<file path="config.mk">
export PLATFORM = sky130hd
export DESIGN_NAME = hvsync_generator_vga
export DESIGN_NICKNAME = d
export VERILOG_FILES = /design/src/rtl/hvsync_generator_vga.sv
export SDC_FILE = /design/constraint.sdc
export NUM_CORES = 1
export LEC_CHECK = 0
export ABC_AREA = 1
export BUFFER_PORTS_ARGS = -buffer_cell sky130_fd_sc_hd__buf_4
export CAP_MARGIN = 5
export CORE_ASPECT_RATIO = 0.5
export CORE_MARGIN = 2
export CORE_UTILIZATION = 30
export DETAILED_ROUTE_END_ITERATION = 10
export PLACE_DENSITY = 0.45
export RECOVER_POWER = 25
export SKIP_CTS_REPAIR_TIMING = 1
export SLEW_MARGIN = 20
export SYNTH_ARGS = -nofsm -noshare
export SYNTH_HDL_FRONTEND = slang
export SYNTH_SLANG_ARGS = --single-unit
</file>
<file path="constraint.sdc">
create_clock -name clk -period 3.45 [get_ports clk]
set_clock_uncertainty 0.1 [all_clocks]
set_input_delay 0.5175 -clock clk [delete_from_list [all_inputs] [get_ports clk]]
set_output_delay 0.5175 -clock clk [all_outputs]
set_load 0.01 [all_outputs]
</file>
<file path="src/rtl/hvsync_generator_vga.sv">
// hvsync_generator_vga: free-running 640x480 (800x525 total) VGA raster timing generator.
// Define HVSYNC_NEG_POLARITY_EN for active-low hsync/vsync.
module hvsync_generator_vga #(
    parameter int H_DISPLAY = 640,
    parameter int H_FRONT   = 16,
    parameter int H_SYNC    = 96,
    parameter int H_BACK    = 48,
    parameter int V_DISPLAY = 480,
    parameter int V_BOTTOM  = 10,
    parameter int V_SYNC    = 2,
    parameter int V_TOP     = 33
) (
    input  logic       clk,
    input  logic       reset,
    output logic       hsync,
    output logic       vsync,
    output logic       display_on,
    output logic [9:0] hpos,
    output logic [9:0] vpos
);
    localparam logic [9:0] H_DISP       = 10'(H_DISPLAY);
    localparam logic [9:0] H_SYNC_START = 10'(H_DISPLAY + H_FRONT);
    localparam logic [9:0] H_SYNC_END   = 10'(H_DISPLAY + H_FRONT + H_SYNC - 1);
    localparam logic [9:0] H_MAX        = 10'(H_DISPLAY + H_FRONT + H_SYNC + H_BACK - 1);
    localparam logic [9:0] V_DISP       = 10'(V_DISPLAY);
    localparam logic [9:0] V_SYNC_START = 10'(V_DISPLAY + V_BOTTOM);
    localparam logic [9:0] V_SYNC_END   = 10'(V_DISPLAY + V_BOTTOM + V_SYNC - 1);
    localparam logic [9:0] V_MAX        = 10'(V_DISPLAY + V_BOTTOM + V_SYNC + V_TOP - 1);
`ifdef HVSYNC_NEG_POLARITY_EN
    localparam logic SYNC_ON = 1'b0;
`else
    localparam logic SYNC_ON = 1'b1;
`endif
    logic       h_wrap;
    logic [9:0] h_next;
    logic [9:0] v_next;
    // >= rather than == so any stray out-of-range count recovers at the next wrap
    always_comb begin
        h_wrap = hpos >= H_MAX;
        h_next = h_wrap ? '0 : hpos + 10'd1;
        v_next = !h_wrap ? vpos : (vpos >= V_MAX ? '0 : vpos + 10'd1);
    end
    // syncs are decoded from the next position so they line up with hpos/vpos
    always_ff @(posedge clk or negedge reset) begin
        if (!reset) begin
            hpos  <= '0;
            vpos  <= '0;
            hsync <= ~SYNC_ON;
            vsync <= ~SYNC_ON;
        end else begin
            hpos  <= h_next;
            vpos  <= v_next;
            hsync <= (h_next >= H_SYNC_START && h_next <= H_SYNC_END) ? SYNC_ON : ~SYNC_ON;
            vsync <= (v_next >= V_SYNC_START && v_next <= V_SYNC_END) ? SYNC_ON : ~SYNC_ON;
        end
    end
    assign display_on = (hpos < H_DISP) && (vpos < V_DISP);
endmodule

</file>
==> reports/metrics.csv <==
metric,value,unit
status,"complete, no violations",
dieArea,0.00500,mm2
drc,0,
yosys.area_share.xor_xnor,1.98,%
layout.nets,205,
drv_slew,0,
vias_per_cell,4.57,
peakVddDrop,0.164,mV
p_sw,0.0969,mW
synth_cell_type_count,27,
synth_nets,177,
finalWirelength,2970,um
path_buf_inv,2,
num_antenna_cells,0,
fin_crit_sh,62.6,%
drv_cap,0,
vias,1170,
clk_latency,270,ps
switching_share,19.0,%
crit_type,reg -> out,
area_growth,23.4,%
place_ws,1310,ps
cts_made_buffers,3,
synth_cells,172,
worstSetupEndpointType,primary output,
hold_path.class,in -> async,
rsz0062_at_grt,no,
max_stage_delay,430,ps
avgSynthCellArea,7.71,um2
layout_setup_ws,1290,ps
die_h,51.0,um
wl_per_cell,11.6,um
drtPass1Iterations,4,
grt_pass1_wl,4910,um
start_util,30.7,%
worst_setup_path_start_kind,flip-flop,
fin_area,0.00164,mm2
cts.sinks,22,
drt_iter0_markers,44,
worst_slew_pin_slew,1230,ps
worstPathRequired,2830,ps
crit_arrival,1540,ps
cp_slowest_cell,dfrtp_1,
root_buffer,clkbuf_8,
timing.slew.headroom,18.2,%
cts.path.max_buffers,2,
finalSetupViolCount,0,
io_buffers,24,
power.density,312,mW/mm2
gp_congestion,0.873,
grt_max_degree,23,
critPathTopFamily,flip-flops,
seqPwrFrac,50.5,%
yosys.area_share.adder,2.83,%
num_io_pins,25,
muxShareOfSynthArea,0,%
power_frac_comb,1.0,%
ant_nets,0,
synth-seq-cells,22,
yosysWarnings,0,
die_width,98.0,um
std_cell_rows,17,
pwr-share-clk,48.4,%
synth_compound_area_share,7.08,%
dpl.hpwl,2320,um
seq_area_frac_synth,41.5,%
p_int,0.413,mW
core_region_area,0.00432,mm2
drive_gt1_share,26.1,%
yosys.area_share.simple,36.2,%
finalHoldViolCount,0,
p_leak,0.910,nW
track_usage,12.5,%
grt_overflow,0,
final_cell_mix,"31 x nand2_1, 28 x inv_1, 24 x buf_4",
hold_ws,384,ps
layout_commonest_cell,nand2_1,
crit_chain,"nand2_1, inv_1, a2111oi_0, buf_4",
grt_pass1_vias,1040,
syn_area,0.00133,mm2
fillers,461,
htreeDepth,1,
period_needed,2160,ps
fmaxAchievable,463,MHz
cp_max_fo,6,
clkTransAtPathRegs,90,ps
synth_top_family_by_area,simple AND/OR/NAND/NOR gates,
setup_tns,0,ps
postPlaceCellArea,0.00157,mm2
cts_tree,done,
antenna_found_initial,0,
[per-stage QoR]
stage	total power, mW	util (%)	instances
floorplan	0.263	-	172
global placement	0.269	36.3	252
detailed placement	0.269	36.3	252
CTS	0.519	38.0	256
global route	0.532	37.9	256
finish	0.510	37.9	256
[cell usage after synthesis]
cell	instances	area (um2)
nor2_8	1	20.0
ha_1	3	37.5
inv_2	3	11.3
nor2_1	20	75.1
buf_2	1	5.00
inv_1	28	105
nand3_2	3	30.0
o21ai_1	1	5.00
a21oi_2	1	8.76
nand4_1	5	31.3
buf_6	1	11.3
o21ai_2	1	8.76
dfrtp_1	22	551
xnor2_1	1	8.76
nand2_4	2	22.5
nor3_1	3	15.0
nand2_2	7	43.8
o21bai_1	1	7.51
xor2_1	2	17.5
nand3_1	17	85.1
a21oi_1	4	20.0
o21ai_0	7	35.0
nand2_1	31	116
nor2_2	4	25.0
nor3_4	1	16.3
a2111oi_0	1	8.76
clkinv_2	1	5.00
[cell type report]
type                            instances  area, um2  share of cell area (%)
Inverter                               32        121                    7.42
Multi-Input combinational cell        116        638                    39.0
Timing Repair Buffer                   25        184                    11.2
Tap cell                               57       71.3                    4.36
Sequential cell                        22        551                    33.6
Clock inverter                          1       30.0                    1.83
Clock buffer                            3       41.3                    2.52
[power by group through the flow]
stage	Clock [mW]	Combinational [mW]	Sequential (mW)
6_report	0.247	0.00525	0.258
3_3_place_gp	0	0.00648	0.263
4_1_cts	0.255	0.00664	0.258
5_1_grt	0.268	0.00671	0.258
3_5_place_dp	0	0.00667	0.263
2_1_floorplan	0	0.000000466	0.263
[sequential cells by signal, summed over array words and instances, names as in the netlist]
name,flops
hsync,1
vsync,1
hpos,10
vpos,10
[layer usage]
layer,share of wire (%),GRT usage (%),vias to the layer above
met5,0,0,-
met4,0.64,2.31,0
met3,5.8,4.24,2
met2,45,19.5,32
met1,48,17.2,540
li1,-,-,596
[worst paths after layout]
check	startpoint	to	slack, ps	cells past startpoint
setup reg to reg	hpos[0]	vsync	1310	11
hold / removal	reset	vpos[3]	380	1
setup / recovery	hpos[8]	display_on	1290	4
hold reg to reg	hpos[0]	hpos[0]	390	1
min in group clk	hpos[0]	hpos[0]	390	1
max in group asynchronous	reset	vpos[9]	2140	1
[worst reg2reg max path: stages (launching register included)]
cell and delay (ps):
dfrtp_1 400, ha_1 200, nand2_2 60, clkinv_2 60, nand2_4 60, a21oi_2 630
nand3_2 130, nand2_2 100, nand2_1 50, nor2_1 100, nand3_1 90, nor2_2 90
[cells by family after synthesis]
| family | after synthesis |
|---|---|
| buffers and inverters | 34 |
| adder cells (fa/ha/maj) | 3 |
| AO/OA/AOI/OAI | 16 |
| AND/OR/NAND/NOR | 94 |
| flip-flops | 22 |
| XOR/XNOR | 3 |
Note: power is estimated with default switching activity, not from simulation.
